--- config.mk ---
export PLATFORM = sky130hd
export DESIGN_NAME = ehl_clock_div_monitor_flat
export DESIGN_NICKNAME = d
export VERILOG_FILES = /design/src/rtl/ehl_clock_div_monitor_pkg.sv /design/src/rtl/ehl_clock_div_monitor_if.sv /design/src/rtl/ehl_clock_div_monitor_edge.sv /design/src/rtl/ehl_clock_div_monitor.sv /design/src/flat_wrapper.sv
export SDC_FILE = /design/constraint.sdc
export NUM_CORES = 1
export LEC_CHECK = 0
export BUFFER_PORTS_ARGS = -buffer_cell sky130_fd_sc_hd__buf_2
export CAP_MARGIN = 20
export CELL_PAD_IN_SITES_DETAIL_PLACEMENT = 0
export CELL_PAD_IN_SITES_GLOBAL_PLACEMENT = 2
export CORE_MARGIN = 5
export CORE_UTILIZATION = 32
export DETAILED_ROUTE_END_ITERATION = 8
export PLACE_DENSITY_LB_ADDON = 0.1
export SLEW_MARGIN = 20
export SYNTH_ARGS = -nofsm -noshare
export SYNTH_HDL_FRONTEND = slang
export SYNTH_HIERARCHICAL = 1
export SYNTH_SLANG_ARGS = --single-unit
--- constraint.sdc ---
create_clock -name clk_in -period 1.75 [get_ports clk_in]
set_input_delay 0.2625 -clock clk_in [delete_from_list [all_inputs] [get_ports clk_in]]
set_output_delay 0.2625 -clock clk_in [all_outputs]
set_load 0.03 [all_outputs]
--- src/rtl/ehl_clock_div_monitor_pkg.sv ---
// ---------------------------------------------------------------------------
// ehl_clock_mon_pkg
// Shared types and helpers for the divided-clock monitor.
//   mon_state_e : HUNT (waiting for the first edge) / MEAS (checking phases)
//   high_exp()  : expected high-phase length for a division ratio
//   low_exp()   : expected low-phase length for a division ratio
//   stuck_th()  : phase length at which a missing edge is declared stuck
// ---------------------------------------------------------------------------
package ehl_clock_mon_pkg;

    typedef enum logic {
        HUNT = 1'b0,
        MEAS = 1'b1
    } mon_state_e;

    // Good-period counter width; LOCK_PERIODS is limited to 1..15.
    localparam int GOOD_W = 4;

    // Odd ratios put the extra cycle in the high phase.
    function automatic int high_exp(input int div);
        return (div + 1) / 2;
    endfunction

    function automatic int low_exp(input int div);
        return div / 2;
    endfunction

    // One cycle longer than the longest legal phase.
    function automatic int stuck_th(input int div);
        int hi;
        int lo;
        hi = high_exp(div);
        lo = low_exp(div);
        return ((hi > lo) ? hi : lo) + 1;
    endfunction

endpackage

--- src/rtl/ehl_clock_div_monitor_if.sv ---
// ---------------------------------------------------------------------------
// ehl_clock_div_monitor_if
// Bundles the divided clock under test with the monitor status outputs.
//   clk_div : divided clock under test
//   locked  : divided clock verified stable
//   err     : one-cycle pulse per violation
//   err_cnt : saturating violation count
//   period  : last measured full period in source-clock cycles
// Modports: master = divider/observer side, slave = monitor side.
// ---------------------------------------------------------------------------
interface ehl_clock_div_monitor_if #(
    parameter int CNT_W = 8,
    parameter int ERR_W = 8
);
    logic             clk_div;
    logic             locked;
    logic             err;
    logic [ERR_W-1:0] err_cnt;
    logic [CNT_W-1:0] period;

    modport master (
        output clk_div,
        input  locked,
        input  err,
        input  err_cnt,
        input  period
    );

    modport slave (
        input  clk_div,
        output locked,
        output err,
        output err_cnt,
        output period
    );
endinterface

--- src/rtl/ehl_clock_div_monitor_edge.sv ---
// ---------------------------------------------------------------------------
// ehl_edge_detect
// Samples the divided clock in the source domain and reports its edges.
//   clk_i   : source clock
//   rst_ni  : synchronous active-low reset
//   d_i     : divided clock input
//   rise_o  : rising edge seen on the sampled signal (combinational pulse)
//   fall_o  : falling edge seen on the sampled signal (combinational pulse)
// Macro EHL_CLOCK_MON_SYNC_EN inserts a 2-flop synchronizer ahead of the
// sample register for asynchronous or glitchy inputs (+2 cycles latency).
// ---------------------------------------------------------------------------
module ehl_edge_detect (
    input  logic clk_i,
    input  logic rst_ni,
    input  logic d_i,
    output logic rise_o,
    output logic fall_o
);
    logic samp_in;
    logic s_q;
    logic s_prev_q;

`ifdef EHL_CLOCK_MON_SYNC_EN
    logic sync1_q;
    logic sync2_q;

    always_ff @(posedge clk_i) begin
        if (!rst_ni) begin
            sync1_q <= 1'b0;
            sync2_q <= 1'b0;
        end else begin
            sync1_q <= d_i;
            sync2_q <= sync1_q;
        end
    end

    assign samp_in = sync2_q;
`else
    assign samp_in = d_i;
`endif

    always_ff @(posedge clk_i) begin
        if (!rst_ni) begin
            s_q      <= 1'b0;
            s_prev_q <= 1'b0;
        end else begin
            s_q      <= samp_in;
            s_prev_q <= s_q;
        end
    end

    assign rise_o =  s_q & ~s_prev_q;
    assign fall_o = ~s_q &  s_prev_q;

endmodule

--- src/rtl/ehl_clock_div_monitor.sv ---
// ---------------------------------------------------------------------------
// ehl_clock_div_monitor
// Receive-side checker for a divided clock: measures high/low phase lengths
// in clk_in cycles and flags deviations from the expected ratio and duty.
//   clk_in  : source clock
//   reset_n : synchronous active-low reset
//   mon     : ehl_clock_div_monitor_if.slave (clk_div in; locked, err,
//             err_cnt, period out)
// Parameters: DIV, LOCK_PERIODS, CNT_W, ERR_W.
// Optional macro EHL_CLOCK_MON_SYNC_EN: synchronizer on clk_div (see
// ehl_edge_detect).
// ---------------------------------------------------------------------------
module ehl_clock_div_monitor
    import ehl_clock_mon_pkg::*;
#(
    parameter int DIV          = 2,
    parameter int LOCK_PERIODS = 4,
    parameter int CNT_W        = 8,
    parameter int ERR_W        = 8
) (
    input  logic                    clk_in,
    input  logic                    reset_n,
    ehl_clock_div_monitor_if.slave  mon
);
    localparam logic [CNT_W-1:0]  HIGH_EXP = CNT_W'(high_exp(DIV));
    localparam logic [CNT_W-1:0]  LOW_EXP  = CNT_W'(low_exp(DIV));
    localparam logic [CNT_W-1:0]  STUCK_TH = CNT_W'(stuck_th(DIV));
    localparam logic [CNT_W-1:0]  CNT_MAX  = '1;
    localparam logic [ERR_W-1:0]  ERR_MAX  = '1;
    localparam logic [GOOD_W-1:0] LOCK_N   = GOOD_W'(LOCK_PERIODS);

    logic rise;
    logic fall;
    logic edge_seen;

    mon_state_e        state_q,    state_d;
    logic [CNT_W-1:0]  cnt_q,      cnt_d;
    logic [CNT_W-1:0]  high_len_q, high_len_d;
    logic              high_ok_q,  high_ok_d;
    logic [GOOD_W-1:0] good_q,     good_d;
    logic              locked_q,   locked_d;
    logic              err_q,      err_d;
    logic [ERR_W-1:0]  err_cnt_q,  err_cnt_d;
    logic [CNT_W-1:0]  period_q,   period_d;
    logic              viol;

    ehl_edge_detect u_edge (
        .clk_i  (clk_in),
        .rst_ni (reset_n),
        .d_i    (mon.clk_div),
        .rise_o (rise),
        .fall_o (fall)
    );

    assign edge_seen = rise | fall;

    always_ff @(posedge clk_in) begin
        if (!reset_n) begin
            state_q    <= HUNT;
            cnt_q      <= '0;
            high_len_q <= '0;
            high_ok_q  <= 1'b0;
            good_q     <= '0;
            locked_q   <= 1'b0;
            err_q      <= 1'b0;
            err_cnt_q  <= '0;
            period_q   <= '0;
        end else begin
            state_q    <= state_d;
            cnt_q      <= cnt_d;
            high_len_q <= high_len_d;
            high_ok_q  <= high_ok_d;
            good_q     <= good_d;
            locked_q   <= locked_d;
            err_q      <= err_d;
            err_cnt_q  <= err_cnt_d;
            period_q   <= period_d;
        end
    end

    always_comb begin
        state_d    = state_q;
        high_len_d = high_len_q;
        high_ok_d  = high_ok_q;
        good_d     = good_q;
        period_d   = period_q;
        viol       = 1'b0;

        // cnt_q holds the length of the phase that an edge just closed.
        if (edge_seen) begin
            cnt_d = CNT_W'(1);
        end else if (cnt_q == CNT_MAX) begin
            cnt_d = cnt_q;
        end else begin
            cnt_d = cnt_q + 1'b1;
        end

        case (state_q)
            HUNT: begin
                // The phase before the first edge has unknown length, so the
                // first high phase only counts once it is fully observed.
                high_len_d = '0;
                high_ok_d  = 1'b0;
                if (edge_seen) begin
                    state_d = MEAS;
                end
            end
            MEAS: begin
                if (fall) begin
                    high_len_d = cnt_q;
                    high_ok_d  = (cnt_q == HIGH_EXP);
                    viol       = (cnt_q != HIGH_EXP);
                end else if (rise) begin
                    period_d = high_len_q + cnt_q;
                    if (cnt_q != LOW_EXP) begin
                        viol = 1'b1;
                    end else if (high_ok_q && (good_q != LOCK_N)) begin
                        good_d = good_q + 1'b1;
                    end
                end else if (cnt_q >= STUCK_TH) begin
                    // Edge has priority; stuck only fires on a quiet cycle.
                    viol    = 1'b1;
                    state_d = HUNT;
                end
            end
            default: begin
                state_d = HUNT;
            end
        endcase

        if (viol) begin
            good_d = '0;
        end

        locked_d  = (good_d == LOCK_N);
        err_d     = viol;
        err_cnt_d = (viol && (err_cnt_q != ERR_MAX)) ? err_cnt_q + 1'b1 : err_cnt_q;
    end

    assign mon.locked  = locked_q;
    assign mon.err     = err_q;
    assign mon.err_cnt = err_cnt_q;
    assign mon.period  = period_q;

endmodule
--- src/flat_wrapper.sv ---
// flat-port wrapper written by rule: the top's interface ports become plain ports
module ehl_clock_div_monitor_flat import ehl_clock_mon_pkg::*;
#(
    parameter int DIV          = 2,
    parameter int LOCK_PERIODS = 4,
    parameter int CNT_W        = 8,
    parameter int ERR_W        = 8
)
  (clk_in, reset_n, mon_clk_div, mon_locked, mon_err, mon_err_cnt, mon_period);
  ehl_clock_div_monitor_if #(.CNT_W(CNT_W), .ERR_W(ERR_W)) mon_i ();
  input  logic clk_in;
  input  logic reset_n;
  input wire logic [$bits(mon_i.clk_div)-1:0] mon_clk_div;
  output wire logic [$bits(mon_i.locked)-1:0] mon_locked;
  output wire logic [$bits(mon_i.err)-1:0] mon_err;
  output wire logic [$bits(mon_i.err_cnt)-1:0] mon_err_cnt;
  output wire logic [$bits(mon_i.period)-1:0] mon_period;
  assign mon_i.clk_div = mon_clk_div;
  assign mon_locked = mon_i.locked;
  assign mon_err = mon_i.err;
  assign mon_err_cnt = mon_i.err_cnt;
  assign mon_period = mon_i.period;
  ehl_clock_div_monitor #(.DIV(DIV), .LOCK_PERIODS(LOCK_PERIODS), .CNT_W(CNT_W), .ERR_W(ERR_W)) u_core (.clk_in(clk_in), .reset_n(reset_n), .mon(mon_i));
endmodule
==> results by group, run 1 <==
Logic synthesis
  – Cell Area, Synth: roughly 2200 um^2
  – Register bit total from synthesis: 42
  – Total nets after synthesis: 273
  – Top_reg_cell synth: dfxtp_1
  – Synthesized netlist cell count: about 260
  – Synth area leader: dfxtp_1
  – Synth area leaders: dfxtp_1 38%, ha_1 7.3%, mux2i_1 5.8%, nor2_1 4.0%, a21oi_1 3.6%
  – Synth top cells by count: 42 x dfxtp_1, 24 x nor2_1, 16 x a21oi_1, 16 x nand2_1
  – Ys Warns: 6
  – Async SR Flop Fraction: 0%
  – Distinct cell type count after synthesis: 49
  – Synth top area share: 37.7%
  – Post-synth EDFFs: 0
  – Synth Area per Inst: 8.72 um^2
  – Sequential element share of the synthesized area: 37.7%
  – Most frequent cell after synthesis: dfxtp_1

GRT
  – GR Util All Layers: ~14%
  – Antenna violations before repair: 0
  – Total gr overflow: 0
  – Largest net degree at the start of global routing: 21
  – Global-route wire length before repair: 9780 um
  – Vias in the first global route: 1,999

Place
  – Routability-driven placement congestion ratio: approximately 0.76
  – Buffers on Ports: 20
  – Post-Place Cells: 398
  – HPWL Detailed: around 4200 um

Detailed routing
  – Drt via density: 5.01
  – Number of routed nets with antenna violations: 0
  – WL final: 5740 um
  – Per-cell routed wire length: roughly 14 um
  – Drt drc: 0
  – Drt initial violations: 53
  – Vias: 2,043
  – TritonRoute pass-1 iters: 4

Layout
  – Filler cell count: between 700 and 800
  – Ant diodes: 0
  – Non-filler cells, final: 408
  – Layout cells sized above 1: 31.1%
  – Syn-to-layout area delta: 30.4%
  – Nets: between 300 and 400

Power
  – Pleak: around 0.0011 uW
  – Combinational share of power: 13.0%
  – Pwr Density: 633 nW/um^2
  – Clk network pwr share: 33.4%
  – Switch share: 26.9%
  – Net Sw Power: 495 uW
  – P_int: 1350 uW
  – Worst VDD drop: 305 uV
  – Sequential cell fraction of total power: around 54%

STA
  – Slew margin rel.: a little under 70%
  – Final-report setup violation count: 0
  – Final Hold Vio Count: 0
  – Final worst-path cycle share: 96.0%
  – Final min period: 1680 ps
  – Worst-Margin Slew: 457 ps
  – Final Max Tran Viols: 0
  – Worst hold slack: 177 ps
  – RSZ-0062 raised after global routing: true
  – Clock skew: 9.43 ps
  – Fmax: 595 MHz

Setup path
  – Nature of the critical path endpoint: register
  – Setup CP Type: reg -> reg
  – Worst path arrival time: 1880 ps
  – Critical path, cell by cell: ha_4 -> inv_2 -> fa_2 -> nor2b_1 -> o21a_1 -> nor3_2 -> o41ai_1
  – CP max-delay cell: dfxtp_4
  – CP Launch Type: register
  – CP Data Required Time: ~2000 ps
  – Crit-path max FO: 5
  – Critical Path Max Stage Delay: about 400 ps

CTS
  – Hold_buf cts: 0
  – Root Buffer Master: clkbuf_8
  – Clock slew at reported path FFs: 80 ps
  – Worst skew pair latency: ~300 ps
  – Bufs on Longest Clock Path: 2
  – CTS sink cnt: 42
  – CTS Buf Count: 5
  – CTS tree: done
  – H-Tree Depth: 2

Run status
  – Status: completed

Die
  – Core area: between 6000 and 7000 um^2
  – Die area: 8750 um^2
  – Die Wd: 93.5 um
  – Starting Density: 32.9%
  – Die H: a little over 90 um
  – Number of core rows: 30
  – I/O pins: 21

Flow run
  – MaxCap Viol Count: 0

Hold path
  – Worst Hold Class: in -> reg
==> power by group through the flow <==
stage / registers (uW) / logic, uW / clock network [uW]
floorplan: 1020 / 108 / 0
global placement: 1010 / 214 / 0
detailed placement: 1010 / 213 / 0
CTS: 985 / 224 / 642
global route: 990 / 265 / 694
finish: 987 / 240 / 615
==> cell families (layout without fill, tap and decap cells) <==
kind of cell    count (synthesis)  in the layout  share of synthesized area [%]
simple gates                  108            108                           27.1
flops                          42             42                           37.7
compound gates                 55             55                           15.6
fa+ha+maj                      14             14                           8.18
buf+inv                        19             75                           3.64
mux                            13             13                           5.83
xor+xnor                        5              5                           1.96
==> worst max-delay path, delay by kind of cell (launching register included) <==
family	cells	cell delay, ps
AO/OA/AOI/OAI	2	460
buffers and inverters	1	40
adder cells (fa/ha/maj)	2	520
flip-flops	1	390
AND/OR/NAND/NOR	2	180
==> repair_timing <==
action                                  in CTS  in global routing
endpoints found under the setup margin       9                 19
resized for setup                            4                 27
setup buffers                                0                  3
pin swaps                                    0                  9
==> flip-flops by register name, summed over array words and instances, names as in the netlist <==
name and flops:
u_core/mon.locked 1, u_core/high_ok_q 1, u_core/mon.err_cnt 8, u_core/mon.period 8, u_core/cnt_q 8, u_core/mon.err 1, u_core/u_edge/s_prev_q 1, u_core/high_len_q 8
u_core/state_q 1, u_core/good_q 4, u_core/u_edge/s_q 1
==> cell usage in the layout (no fill, tap or decap), types with 3 or more instances in the layout <==
cell type,Yosys,routed
dfxtp_1,42,38
buf_4,0,38
nor2_1,24,24
buf_2,2,20
nand2_1,16,16
a21oi_1,16,13
mux2i_1,13,13
nand3_1,12,11
ha_1,13,10
inv_1,10,9
o21ai_0,10,8
nor3_1,9,7
nand4_1,6,6
o31ai_1,6,6
clkbuf_8,0,5
a211oi_1,6,5
o21a_1,4,4
or4_1,6,4
xnor2_1,3,3
nand2b_1,3,3
a21oi_2,0,3
nand4b_1,3,3
and2_1,3,3
and3_1,3,3
dfxtp_2,0,3
==> metrics by stage <==
stage          instance area [um^2]  TNS [ps]  utilization [%]  worst slack (ps)  power (uW)
3_3_place_gp                   2680      -103             39.5             -42.3        1220
2_1_floorplan                  2240         0                -              53.4        1120
5_1_grt                        2910     -23.3             42.9             -23.3        1950
4_1_cts                        2780         0             40.9              10.2        1850
3_5_place_dp                   2680      -145             39.5             -29.2        1220
6_report                       2910         0             42.9              70.2        1840
==> worst paths after layout <==
kind / start / endpoint / slack [ps] / cells after the start
worst min-delay path: mon_clk_div / u_core/u_edge/s_q / 180 / 2
worst max-delay path: u_core/cnt_q[0] / u_core/mon.period[4] / 70 / 7
worst max register to register: u_core/cnt_q[0] / u_core/mon.period[4] / 70 / 7
worst min register to register: u_core/mon.period[2] / u_core/mon.period[2] / 460 / 2
==> area by class of cell <==
cell class,count,area (um^2),share of cell area [%]
multi-input cells,195,1440,49.5
flip-flops and latches,42,848,29.1
repair buffers,58,385,13.2
well taps,96,120,4.13
clock buffers,5,68.8,2.36
inverters,10,37.5,1.29
clock inverters,2,10.0,0.344
==> routing by layer <==
metal / global-route usage (%) / part of all wire [%] / wire, um / up-vias
li1: - / - / - / 1052
met1: 18.6 / 50 / 2850 / 965
met2: 22.0 / 46 / 2640 / 21
met3: 3.06 / 3.0 / 175 / 5
met4: 5.13 / 1.3 / 74 / 0
met5: 0 / 0 / 0 / -
Note: power is estimated with default switching activity, not from simulation.
==> run 2, diff against run 1 <==
--- a/config.mk
+++ b/config.mk
@@ -5,12 +5,12 @@
 export SDC_FILE = /design/constraint.sdc
 export NUM_CORES = 1
 export LEC_CHECK = 0
-export BUFFER_PORTS_ARGS = -buffer_cell sky130_fd_sc_hd__buf_2
+export BUFFER_PORTS_ARGS = -buffer_cell sky130_fd_sc_hd__buf_4
 export CAP_MARGIN = 20
 export CELL_PAD_IN_SITES_DETAIL_PLACEMENT = 0
 export CELL_PAD_IN_SITES_GLOBAL_PLACEMENT = 2
 export CORE_MARGIN = 5
-export CORE_UTILIZATION = 32
+export CORE_UTILIZATION = 36
 export DETAILED_ROUTE_END_ITERATION = 8
 export PLACE_DENSITY_LB_ADDON = 0.1
 export SLEW_MARGIN = 20
==> constraint.sdc (replaced) <==
create_clock -name clk_in -period 1.6 [get_ports clk_in]
set_input_delay 0.24 -clock clk_in [delete_from_list [all_inputs] [get_ports clk_in]]
set_output_delay 0.24 -clock clk_in [all_outputs]
set_load 0.03 [all_outputs]
==> run 2 against run 1 <==
Effect of this change: the run now ends with setup timing left; combinational power rose by 24%; die area shrank 10%; total power is 19% higher; fmax is 1.0% higher; clock skew down 4.0 ps; routed wire length shrank 2.6%; global-route usage is 1.3 points higher; non-clock buffer count grew 15; largest power group unchanged.
==> results by group, run 2 (synthesized netlist as in run 1, its figures left out) <==
Run status
  – Status: finished with violations (was completed)
  – Violated checks: setup timing

Setup path
  – Worst r2r dst: u_core/mon.period[4] (unchanged)
  – Setup CP Type: reg -> reg (unchanged)
  – Reg2reg start: u_core/cnt_q[0] (unchanged)
  – FF-to-FF setup slack: -60 ps (was 70 ps)
  – CP Data Required Time: 1810 ps (was 1950 ps)
  – Nature of the critical path endpoint: register (unchanged)
  – Worst Setup SP: u_core/cnt_q[0] (unchanged)
  – Worst path arrival time: 1870 ps (was 1880 ps)
  – Worst Reg-to-Reg Cells: 7 (unchanged)
  – CP Launch Type: register (unchanged)
  – CP endpoint: u_core/mon.period[4] (unchanged)
  – Crit-path max FO: 5 (unchanged)

CTS
  – Clock slew at reported path FFs: 80 ps (about the same)
  – Root Buffer Master: clkbuf_8 (unchanged)
  – CTS Buf Count: 5 (unchanged)
  – Hold_buf cts: 0 (unchanged)
  – H-Tree Depth: 2 (unchanged)
  – CTS sink cnt: 42 (unchanged)
  – Bufs on Longest Clock Path: 2 (unchanged)
  – Worst skew pair latency: 290 ps (was 300 ps)
  – CTS tree: done (unchanged)

Power
  – Sequential cell fraction of total power: 49.3% (was 53.6%)
  – Pwr Density: 686 nW/um^2 (was 633 nW/um^2)
  – P_int: 1640 uW (was 1350 uW)
  – Worst VDD drop: 421 uV (was 305 uV)
  – Combinational share of power: 13.6% (was 13.0%)
  – Switch share: 25.2% (was 26.9%)
  – Net Sw Power: 553 uW (was 495 uW)
  – Pleak: 0.00121 uW (was 0.00111 uW)
  – Clk network pwr share: 37.1% (was 33.4%)

Detailed routing
  – TritonRoute pass-1 iters: 4 (unchanged)
  – WL final: 5590 um (was 5740 um)
  – Drt drc: 0 (unchanged)
  – Number of routed nets with antenna violations: 0 (unchanged)
  – Drt via density: 5.25 (was 5.01)
  – Drt initial violations: 59 (was 53)
  – Vias: 2,116 (was 2,043)
  – Per-cell routed wire length: 13.9 um (was 14.1 um)

STA
  – Slew margin rel.: 67.0% (was 69.5%)
  – Clock skew: 5.38 ps (was 9.43 ps)
  – Final worst setup slack: -62.6 ps (was 70.2 ps)
  – Final min period: 1660 ps (was 1680 ps)
  – Final Hold Vio Count: 0 (unchanged)
  – Final worst-path cycle share: 104% (was 96.0%)
  – Final-report setup violation count: 5 (was 0)
  – RSZ-0062 raised after global routing: true (unchanged)
  – Worst-Margin Slew: 493 ps (was 457 ps)
  – Worst hold slack: 142 ps (was 177 ps)
  – Final Max Tran Viols: 0 (unchanged)
  – Fmax: 601 MHz (was 595 MHz)

Place
  – Buffers on Ports: 20 (unchanged)
  – Post-Place Cells: 384 (was 398)
  – HPWL Detailed: 3970 um (was 4210 um)
  – Dpl cell area: 2790 um^2 (was 2680 um^2)
  – Routability-driven placement congestion ratio: 0.787 (was 0.757)

GRT
  – Global-route wire length before repair: 9480 um (was 9780 um)
  – GR Util All Layers: 15.3% (was 14.0%)
  – Total gr overflow: 0 (unchanged)
  – Largest net degree at the start of global routing: 21 (unchanged)
  – Vias in the first global route: 2,089 (was 1,999)
  – Antenna violations before repair: 0 (unchanged)

Die
  – Starting Density: 37.3% (was 32.9%)
  – Number of core rows: 28 (was 30)
  – I/O pins: 21 (unchanged)
  – Die H: 88.7 um (was 93.5 um)
  – Core area: 5990 um^2 (was 6790 um^2)
  – Die Wd: 88.7 um (was 93.5 um)
  – Die area: 7870 um^2 (was 8750 um^2)

Layout
  – Layout cells sized above 1: 39.3% (was 31.1%)
  – Syn-to-layout area delta: 43.2% (was 30.4%)
  – Ant diodes: 0 (unchanged)
  – Final Util: 53.4% (was 42.9%)
  – Commonest non-fill, non-tap cell in the layout: buf_4
  – Nets: 344 (was 329)
  – Final instance area: 3200 um^2 (was 2910 um^2)
  – Non-filler cells, final: 403 (was 408)
  – Commonest non-fill, non-tap cells in the layout: 71 x buf_4, 33 x dfxtp_1, 24 x nor2_1 (was 38 x dfxtp_1, 38 x buf_4, 24 x nor2_1)

Hold path
  – Worst Hold Class: in -> reg (unchanged)

Flow run
  – MaxCap Viol Count: 0 (unchanged)
[run 2: area by class of cell]
cell class / count / area [um^2]
tap: 75 / 93.8
sequential: 42 / 860
multi-input combinational: 195 / 1540
timing repair buffer: 73 / 556
inverter: 10 / 40.0
fill: 587 / 2790
clock buffer: 8 / 110
[run 2: power groups by stage]
| stage | clock, uW | combinational [uW] | sequential [uW] |
|---|---|---|---|
| after floorplan | 0 | 129 | 1110 |
| after global placement | 0 | 226 | 1100 |
| after detailed placement | 0 | 225 | 1100 |
| after CTS | 845 | 256 | 1080 |
| after global routing | 905 | 324 | 1080 |
| final | 813 | 297 | 1080 |
[run 2: worst min-delay path by stage]
stage	slack, ps	end	start	depth (start not counted)
2_1_floorplan	360	u_core/u_edge/s_q	mon_clk_div	1
3_3_place_gp	440	u_core/mon.period[2]	u_core/mon.period[2]	2
3_5_place_dp	440	u_core/mon.period[2]	u_core/mon.period[2]	2
4_1_cts	130	u_core/u_edge/s_q	mon_clk_div	2
5_1_grt	120	u_core/u_edge/s_q	mon_clk_div	2
6_report	140	u_core/u_edge/s_q	mon_clk_div	2
[run 2: per-stage QoR]
stage	TNS (ps)	setup WS [ps]	power, uW
after floorplan	0	5.23	1240
after global placement	-700	-100	1330
after detailed placement	-1400	-151	1330
after CTS	-165	-79.6	2180
after global routing	-1270	-157	2310
final	-176	-62.6	2190
[run 2: layer usage]
metal  track usage [%]  up-vias  wire length, um
met3              3.54        4              165
met4              4.95        0               52
met2              26.7       22             2820
met1              18.4     1006             2560
li1                  -     1084                -
met5                 0        -                0
[run 2: critical path, cell delays in order, from the launching register on]
cell and delay [ps]:
dfxtp_4 400, ha_4 140, inv_2 40, fa_2 370, nor2b_1 120, o21a_1 200
nor3_2 60, o41ai_2 250
[run 2: repair_timing]
action                                  4_1_cts  5_1_grt
hold endpoints to repair                      0        0
buffers inserted                              5        6
pin swaps                                    14       14
endpoints found under the setup margin       17       19
gates resized for setup                      16       31
